--- src/rtl/fifo_scoreboard_if.sv ---
// Snoop bundle between a FIFO bench and fifo_scoreboard: observed handshakes in, status out.
// The master side is the bench; the slave side is the scoreboard.
interface fifo_scoreboard_if #(
    parameter int WIDTH = 8,
    parameter int CNT_W = 32,
    parameter int OCC_W = 5
);
    logic             i_cg;
    logic [WIDTH-1:0] i_wdata;
    logic             i_wvalid;
    logic             i_wready;
    logic [WIDTH-1:0] i_rdata;
    logic             i_rvalid;
    logic             i_rready;
    logic [CNT_W-1:0] o_nPushed;
    logic [CNT_W-1:0] o_nPopped;
    logic [CNT_W-1:0] o_nErrors;
    logic [OCC_W-1:0] o_occupancy;
    logic             o_fail;
    logic [2:0]       o_errCode;
    logic [WIDTH-1:0] o_errExpected;
    logic [WIDTH-1:0] o_errActual;

    modport master (
        output i_cg, i_wdata, i_wvalid, i_wready, i_rdata, i_rvalid, i_rready,
        input  o_nPushed, o_nPopped, o_nErrors, o_occupancy, o_fail,
               o_errCode, o_errExpected, o_errActual
    );

    modport slave (
        input  i_cg, i_wdata, i_wvalid, i_wready, i_rdata, i_rvalid, i_rready,
        output o_nPushed, o_nPopped, o_nErrors, o_occupancy, o_fail,
               o_errCode, o_errExpected, o_errActual
    );
endinterface

--- src/rtl/fifo_scoreboard.sv ---
// Passive in-order FIFO checker: reference queue of pushed words, compare on pop,
// read-side stall stability check, first-failure capture and saturating counters.
module fifo_scoreboard #(
    parameter int WIDTH  = 8,
    parameter int DEPTH  = 16,
    parameter bit BYPASS = 1'b0,
    parameter int CNT_W  = 32
) (
    input  logic          i_clk,
    input  logic          i_rst,
    fifo_scoreboard_if.slave sb
);
    localparam int AW    = $clog2(DEPTH);
    localparam int PTR_W = AW + 1;
    localparam logic [PTR_W-1:0] PTR_ONE = {{(PTR_W-1){1'b0}}, 1'b1};
    localparam logic [CNT_W-1:0] CNT_ONE = {{(CNT_W-1){1'b0}}, 1'b1};

    localparam logic [2:0] ERR_NONE      = 3'd0;
    localparam logic [2:0] ERR_MISMATCH  = 3'd1;
    localparam logic [2:0] ERR_UNDERFLOW = 3'd2;
    localparam logic [2:0] ERR_OVERFLOW  = 3'd3;
    localparam logic [2:0] ERR_VDROP     = 3'd4;
    localparam logic [2:0] ERR_DCHANGE   = 3'd5;

    typedef enum logic [0:0] {ST_RUN = 1'b0, ST_FAIL = 1'b1} state_t;

    function automatic logic [CNT_W-1:0] sat_inc(input logic [CNT_W-1:0] v);
        return (&v) ? v : (v + CNT_ONE);
    endfunction

    logic [WIDTH-1:0] mem [DEPTH];
    logic [PTR_W-1:0] wptr_r, rptr_r, occ_r;
    logic [CNT_W-1:0] n_pushed_r, n_popped_r, n_errors_r;
    logic             stall_r;
    logic [WIDTH-1:0] stall_data_r;
    state_t           state_r;
    logic             fail_r;
    logic [2:0]       err_code_r;
    logic [WIDTH-1:0] err_expected_r, err_actual_r;

    logic             push_s, pop_s, empty_s, full_s;
    logic             pop_ok_s, bypass_s, wr_en_s;
    logic             mismatch_s, underflow_s, overflow_s, vdrop_s, dchange_s, any_err_s;
    logic [WIDTH-1:0] expected_s;
    logic [PTR_W-1:0] wptr_nx_s, rptr_nx_s;
    logic [2:0]       code_s;

    // Handshake decode, reference-queue compare and error classification
    always_comb begin
        push_s      = sb.i_cg & sb.i_wvalid & sb.i_wready;
        pop_s       = sb.i_cg & sb.i_rvalid & sb.i_rready;
        empty_s     = (wptr_r == rptr_r);
        full_s      = (wptr_r[PTR_W-1] != rptr_r[PTR_W-1]) &&
                      (wptr_r[AW-1:0] == rptr_r[AW-1:0]);
        pop_ok_s    = 1'b0;
        bypass_s    = 1'b0;
        underflow_s = 1'b0;
        overflow_s  = 1'b0;
        wr_en_s     = 1'b0;
        vdrop_s     = 1'b0;
        dchange_s   = 1'b0;
        expected_s  = {WIDTH{1'b0}};

        // Expected word comes from pre-push contents; bypass only when the model is empty
        if (pop_s) begin
            if (!empty_s) begin
                expected_s = mem[rptr_r[AW-1:0]];
                pop_ok_s   = 1'b1;
            end else if (BYPASS && push_s) begin
                expected_s = sb.i_wdata;
                bypass_s   = 1'b1;
            end else begin
                underflow_s = 1'b1;
            end
        end else begin
            pop_ok_s = 1'b0;
        end
        mismatch_s = (pop_ok_s | bypass_s) && (expected_s != sb.i_rdata);

        // A same-cycle pop frees the slot, so full+push+pop is legal
        if (push_s && !bypass_s) begin
            if (full_s && !pop_ok_s) begin
                overflow_s = 1'b1;
            end else begin
                wr_en_s = 1'b1;
            end
        end else begin
            wr_en_s = 1'b0;
        end

        if (sb.i_cg && stall_r) begin
            if (!sb.i_rvalid) begin
                vdrop_s = 1'b1;
            end else if (sb.i_rdata != stall_data_r) begin
                dchange_s = 1'b1;
            end else begin
                dchange_s = 1'b0;
            end
        end else begin
            vdrop_s = 1'b0;
        end

        wptr_nx_s = wr_en_s  ? (wptr_r + PTR_ONE) : wptr_r;
        rptr_nx_s = pop_ok_s ? (rptr_r + PTR_ONE) : rptr_r;
        any_err_s = mismatch_s | underflow_s | overflow_s | vdrop_s | dchange_s;

        if (mismatch_s) begin
            code_s = ERR_MISMATCH;
        end else if (underflow_s) begin
            code_s = ERR_UNDERFLOW;
        end else if (overflow_s) begin
            code_s = ERR_OVERFLOW;
        end else if (vdrop_s) begin
            code_s = ERR_VDROP;
        end else if (dchange_s) begin
            code_s = ERR_DCHANGE;
        end else begin
            code_s = ERR_NONE;
        end
    end

    // Reference queue storage; contents are meaningless outside wptr/rptr so no reset
    always_ff @(posedge i_clk) begin
        if (wr_en_s) begin
            mem[wptr_r[AW-1:0]] <= sb.i_wdata;
        end
    end

    // Pointers, occupancy, counters and stall tracker
    always_ff @(posedge i_clk or negedge i_rst) begin
        if (!i_rst) begin
            wptr_r       <= {PTR_W{1'b0}};
            rptr_r       <= {PTR_W{1'b0}};
            occ_r        <= {PTR_W{1'b0}};
            n_pushed_r   <= {CNT_W{1'b0}};
            n_popped_r   <= {CNT_W{1'b0}};
            n_errors_r   <= {CNT_W{1'b0}};
            stall_r      <= 1'b0;
            stall_data_r <= {WIDTH{1'b0}};
        end else begin
            wptr_r <= wptr_nx_s;
            rptr_r <= rptr_nx_s;
            occ_r  <= wptr_nx_s - rptr_nx_s;
            if (wr_en_s || bypass_s) begin
                n_pushed_r <= sat_inc(n_pushed_r);
            end
            if (pop_ok_s || bypass_s) begin
                n_popped_r <= sat_inc(n_popped_r);
            end
            if (any_err_s) begin
                n_errors_r <= sat_inc(n_errors_r);
            end
            // Gated cycles leave the tracker untouched
            if (sb.i_cg) begin
                if (sb.i_rvalid && !sb.i_rready) begin
                    stall_r      <= 1'b1;
                    stall_data_r <= sb.i_rdata;
                end else begin
                    stall_r <= 1'b0;
                end
            end
        end
    end

    // RUN/FAIL state machine with first-failure capture
    always_ff @(posedge i_clk or negedge i_rst) begin
        if (!i_rst) begin
            state_r        <= ST_RUN;
            fail_r         <= 1'b0;
            err_code_r     <= ERR_NONE;
            err_expected_r <= {WIDTH{1'b0}};
            err_actual_r   <= {WIDTH{1'b0}};
        end else begin
            case (state_r)
                ST_RUN: begin
                    if (any_err_s) begin
                        state_r        <= ST_FAIL;
                        fail_r         <= 1'b1;
                        err_code_r     <= code_s;
                        err_expected_r <= mismatch_s ? expected_s : {WIDTH{1'b0}};
                        err_actual_r   <= sb.i_rdata;
                    end
                end
                ST_FAIL: begin
                    fail_r <= 1'b1;
                end
                default: begin
                    state_r <= ST_FAIL;
                    fail_r  <= 1'b1;
                end
            endcase
        end
    end

    assign sb.o_nPushed     = n_pushed_r;
    assign sb.o_nPopped     = n_popped_r;
    assign sb.o_nErrors     = n_errors_r;
    assign sb.o_occupancy   = occ_r;
    assign sb.o_fail        = fail_r;
    assign sb.o_errCode     = err_code_r;
    assign sb.o_errExpected = err_expected_r;
    assign sb.o_errActual   = err_actual_r;

endmodule
--- src/flat_wrapper.sv ---
// flat-port wrapper written by rule: the top's interface ports become plain ports
module fifo_scoreboard_flat 
#(
    parameter int WIDTH  = 8,
    parameter int DEPTH  = 16,
    parameter bit BYPASS = 1'b0,
    parameter int CNT_W  = 32
)
  (i_clk, i_rst, sb_i_cg, sb_i_wdata, sb_i_wvalid, sb_i_wready, sb_i_rdata, sb_i_rvalid, sb_i_rready, sb_o_nPushed, sb_o_nPopped, sb_o_nErrors, sb_o_occupancy, sb_o_fail, sb_o_errCode, sb_o_errExpected, sb_o_errActual);
  fifo_scoreboard_if #(.WIDTH(WIDTH), .CNT_W(CNT_W)) sb_i ();
  input  logic i_clk;
  input  logic i_rst;
  input wire logic [$bits(sb_i.i_cg)-1:0] sb_i_cg;
  input wire logic [$bits(sb_i.i_wdata)-1:0] sb_i_wdata;
  input wire logic [$bits(sb_i.i_wvalid)-1:0] sb_i_wvalid;
  input wire logic [$bits(sb_i.i_wready)-1:0] sb_i_wready;
  input wire logic [$bits(sb_i.i_rdata)-1:0] sb_i_rdata;
  input wire logic [$bits(sb_i.i_rvalid)-1:0] sb_i_rvalid;
  input wire logic [$bits(sb_i.i_rready)-1:0] sb_i_rready;
  output wire logic [$bits(sb_i.o_nPushed)-1:0] sb_o_nPushed;
  output wire logic [$bits(sb_i.o_nPopped)-1:0] sb_o_nPopped;
  output wire logic [$bits(sb_i.o_nErrors)-1:0] sb_o_nErrors;
  output wire logic [$bits(sb_i.o_occupancy)-1:0] sb_o_occupancy;
  output wire logic [$bits(sb_i.o_fail)-1:0] sb_o_fail;
  output wire logic [$bits(sb_i.o_errCode)-1:0] sb_o_errCode;
  output wire logic [$bits(sb_i.o_errExpected)-1:0] sb_o_errExpected;
  output wire logic [$bits(sb_i.o_errActual)-1:0] sb_o_errActual;
  assign sb_i.i_cg = sb_i_cg;
  assign sb_i.i_wdata = sb_i_wdata;
  assign sb_i.i_wvalid = sb_i_wvalid;
  assign sb_i.i_wready = sb_i_wready;
  assign sb_i.i_rdata = sb_i_rdata;
  assign sb_i.i_rvalid = sb_i_rvalid;
  assign sb_i.i_rready = sb_i_rready;
  assign sb_o_nPushed = sb_i.o_nPushed;
  assign sb_o_nPopped = sb_i.o_nPopped;
  assign sb_o_nErrors = sb_i.o_nErrors;
  assign sb_o_occupancy = sb_i.o_occupancy;
  assign sb_o_fail = sb_i.o_fail;
  assign sb_o_errCode = sb_i.o_errCode;
  assign sb_o_errExpected = sb_i.o_errExpected;
  assign sb_o_errActual = sb_i.o_errActual;
  fifo_scoreboard #(.WIDTH(WIDTH), .DEPTH(DEPTH), .BYPASS(BYPASS), .CNT_W(CNT_W)) u_core (.i_clk(i_clk), .i_rst(i_rst), .sb(sb_i));
endmodule
--- config.mk ---
export PLATFORM = sky130hd
export DESIGN_NAME = fifo_scoreboard_flat
export DESIGN_NICKNAME = d
export VERILOG_FILES = /design/src/rtl/fifo_scoreboard_if.sv /design/src/rtl/fifo_scoreboard.sv /design/src/flat_wrapper.sv
export SDC_FILE = /design/constraint.sdc
export NUM_CORES = 1
export LEC_CHECK = 0
export BUFFER_PORTS_ARGS = -buffer_cell sky130_fd_sc_hd__buf_4
export CAP_MARGIN = 20
export CORE_ASPECT_RATIO = 1.1
export CORE_UTILIZATION = 52
export DETAILED_ROUTE_END_ITERATION = 6
export GPL_TIMING_DRIVEN = 0
export PLACE_DENSITY_LB_ADDON = 0.05
export SYNTH_ARGS = -nofsm -noshare
export SYNTH_HDL_FRONTEND = slang
export SYNTH_SLANG_ARGS = --single-unit
--- constraint.sdc ---
create_clock -name i_clk -period 2.9 [get_ports i_clk]
set_input_delay 0.29 -clock i_clk [delete_from_list [all_inputs] [get_ports i_clk]]
set_output_delay 0.29 -clock i_clk [all_outputs]
set_load 0.05 [all_outputs]
==> impl_metrics.yaml <==
synth:
  synth_flop_cell: "dfrtp_1"
  synth_nets: 869
  ys_seq_elements: 269
  async_flop_share: 0.5242
  ys_seq_area_frac: 0.6317
  syn-cell-area_sq_um: 11670
  synth.avg_cell_area_sq_um: 14.01
  ys_warn_count: 0
  syn_inst: 833
  synth_edf_count: 128
  synthDistinctLibCells: 65
sta:
  post-route-min-period_ns: 3.097
  rsz0062_at_grt: "true"
  max_freq_ghz: 0.3229
  hold_viol_final: 0
  period_share: 1.068
  max_slew_margin: 0.5292
  finalWorstSetupSlack_ns: -0.1973
  finalSetupViolations: 51
  fin_skew_ns: 0.01988
  slew_violations: 0
  tightestPinTransition_ns: 0.7054
global_route:
  grt_pass1_wl_microns: 39850
  grt_usage: 0.2278
  grt-ovfl-total: 0
  antenna_found_initial: 0
  grt_max_degree: 72
  grt_pass1_vias: 7279
critical_path:
  critPathTopFamily: "compound AO/OA/AOI/OAI gates"
  cp.arrival_ns: 3.52
  r2r_start: "u_core.rptr_r[1]$_DFF_PN0_"
  endpoint_kind: "flop"
  worst-r2r-cell-count: 14
  start_kind: "flop"
  path_common_cell: "buf_12"
  crit_required_ns: 3.32
  worst-r2r-setup-slack_ns: -0.20
  critPathKind: "flop to flop"
  path_cells: "buf_12 > buf_12 > buf_8 > nor2b_4 > a22oi_2 > and3b_1 > o41ai_2 > o2111ai_2 > nor4_4 > nor2_4 > o21bai_4 > buf_12 > buf_8 > mux2_4"
  slowest_stage: "dfrtp_2"
  slowest_delay_ns: 0.43
  path_buf_inv: 5
  crit_fanout: 7
  rr_endpoint: "u_core.sb.o_errActual[7]$_DFFE_PN0P_"
cts:
  cts_buffers: 27
  ctsHtreeMaxLevel: 1
  cts_tree: "done"
  clock_latency_ns: 0.53
  cts.path.max_buffers: 3
  clock-root-buffer: "clkbuf_16"
  path_clk_slew_ns: 0.06
  cts_sinks: 269
layout:
  final_layout_size_suffix_gt1_frac: 0.3524
  register_area_sq_um: 7377
  instances_no_fill: 1362
  area_growth_pct: 29.66
  n_fill_cell: 1575
  design_area_sq_um: 15130
  nets: 1086
  num_antenna_cells: 0
  multiInputGateArea_sq_um: 4582
power:
  power_per_cell_area_nw_per_um2: 836.7
  peakVddDrop_uv: 437.1
  power_leakage_uw: 0.006315
min_path:
  holdPathEnd: "u_core.sb.o_errActual[4]$_DFFE_PN0P_"
  hold_start: "sb_i_rdata[4]"
  holdPathStages: 2
  hold_class: "primary input to flop"
run_status:
  status: "finished with violations"
  violations: "negative setup slack"
drt:
  drc: 0
  wire_per_inst_microns: 18.99
  drtAntennaViolNets: 0
  firstDrtPassIters: 4
  drt_iter0_markers: 311
  vias: 7447
  viasPerCell: 5.468
  wirelength_microns: 25870
floorplanning:
  fp.dieH_microns: 159.1
  initial_utilization: 0.5296
  coreArea_sq_um: 22040
  rows: 57
  io_pins: 144
  die_area_sq_um: 23050
  fp.dieW_microns: 144.8
placement:
  place_inst: 1276
  placed_area_sq_um: 13220
  dp_slack_ns: -0.8983
  dp_hpwl_microns: 17050
  portBuffers: 142
  gp_congestion: 0.7772
flow_run:
  maxCapViolCount: 0
worst max-delay path by stage:
stage / start / to / slack (ns) / depth (start not counted)
floorplan: u_core.rptr_r[1]$_DFF_PN0_ / u_core.sb.o_errActual[7]$_DFFE_PN0P_ / -0.03 / 11
global placement: u_core.rptr_r[3]$_DFF_PN0_ / u_core.sb.o_errActual[7]$_DFFE_PN0P_ / -0.88 / 12
detailed placement: u_core.rptr_r[3]$_DFF_PN0_ / u_core.sb.o_errActual[7]$_DFFE_PN0P_ / -0.90 / 12
CTS: u_core.rptr_r[1]$_DFF_PN0_ / u_core.sb.o_errActual[7]$_DFFE_PN0P_ / -0.15 / 14
global route: u_core.rptr_r[1]$_DFF_PN0_ / u_core.sb.o_errActual[7]$_DFFE_PN0P_ / -0.29 / 14
finish: u_core.rptr_r[1]$_DFF_PN0_ / u_core.sb.o_errActual[7]$_DFFE_PN0P_ / -0.20 / 14
cell usage after synthesis (all sizes together), types with 2 or more instances:
master	n	area share
o22ai	2	0.0011
nor2b	5	0.0027
and4	6	0.0045
o2bb2ai	3	0.0023
mux2	25	0.024
mux4	21	0.041
xnor2	101	0.076
a21o	6	0.0039
dfrtp	141	0.30
o211a	2	0.0017
a22oi	6	0.0043
nor2	40	0.013
nand4	39	0.021
a21oi	9	0.0045
nand3	42	0.018
edfxtp	128	0.33
and2	8	0.0044
and3b	2	0.0015
nor4	5	0.0053
inv	21	0.0068
and3	26	0.014
nor3	11	0.0047
ha	12	0.013
clkbuf	8	0.0026
xor2	20	0.015
nand2	50	0.016
mux2i	29	0.025
nand2b	6	0.0032
or3	3	0.0016
a21boi	2	0.0013
buf	21	0.011
a221oi	2	0.0015
o21ai	6	0.0026
a22o	6	0.0045
logic make-up after synthesis:
family,Yosys count,share of synthesized area
AND/OR/NAND/NOR,247,0.1124
multiplexers,75,0.09049
AO/OA/AOI/OAI,57,0.03903
XOR/XNOR,121,0.09081
buffers and inverters,51,0.02101
adder cells (fa/ha/maj),13,0.01458
flip-flops,269,0.6317
cell usage in the layout, fill, tap and decap left out, drive strengths merged, types with 2 or more instances in the layout:
cell type    n
mux2        25
mux4        21
clkinv      11
nand4       39
nor4         5
clkbuf      42
nand3       42
buf        207
bufinv       2
and3        26
nand2       50
nand2b       6
dfrtp      141
a21o         6
xor2        20
nor2        40
and2         8
o2bb2ai      3
and4         6
mux2i       29
a22o         6
o22ai        2
edfxtp     128
a21boi       2
a221oi       2
or3          3
o211a        2
a22oi        6
o21ai        6
and3b        2
nor2b        5
a21oi        9
xnor2      101
ha          12
nor3        11
inv         21
sequential cells by signal, indices dropped and copies added, names as in the netlist, 3 cells and up:
name,count
u_core.mem,128
u_core.rptr_r,5
u_core.sb.o_errActual,8
u_core.sb.o_errCode,3
u_core.sb.o_errExpected,8
u_core.sb.o_nErrors,32
u_core.sb.o_nPopped,32
u_core.sb.o_nPushed,32
u_core.sb.o_occupancy,5
u_core.stall_data_r,8
u_core.wptr_r,5
power breakdown:
group,total [uW],switching [uW],internal (uW)
sequential,4640,292,4350
combinational,4760,2660,2100
clock,3260,1390,1870
metal layers:
metal / up-vias / GRT usage / part of all wire
li1: 3493 / - / -
met4: 0 / 0.06029 / 0.022
met2: 193 / 0.3800 / 0.50
met3: 41 / 0.03218 / 0.050
met1: 3720 / 0.3125 / 0.43
met5: - / 0 / 0
repair_timing:
item / 4_1_cts / 5_1_grt
pin swaps: 38 / 31
setup buffers: 26 / 10
gates cloned: 3 / 1
setup endpoints to repair: 123 / 121
hold endpoints to repair: 70 / 0
gates resized for setup: 107 / 64
hold buffers: 1 / 0
stage by stage:
step                      hold slack, ns    util  setup TNS (ns)  total power [uW]
after floorplan                -0.005591       -        -0.02838              7436
after global placement            0.4494  0.5952          -52.33              8466
after detailed placement          0.3381  0.6001          -35.45              8525
after CTS                        0.01218  0.6670          -4.874             12400
after global routing             0.01001  0.6866          -12.13             13180
final                            0.02047  0.6866          -6.758             12660
cell type report:
cell class                 count  share of cell area
multi-input combinational    513              0.3028
clock inverter                13            0.007442
sequential                   269              0.4876
tap                          295             0.02439
inverter                      22            0.005540
clock buffer                  33             0.04614
buffer                        28             0.02042
timing repair buffer         189              0.1057
No activity file was read; power rests on OpenSTA's default activity.
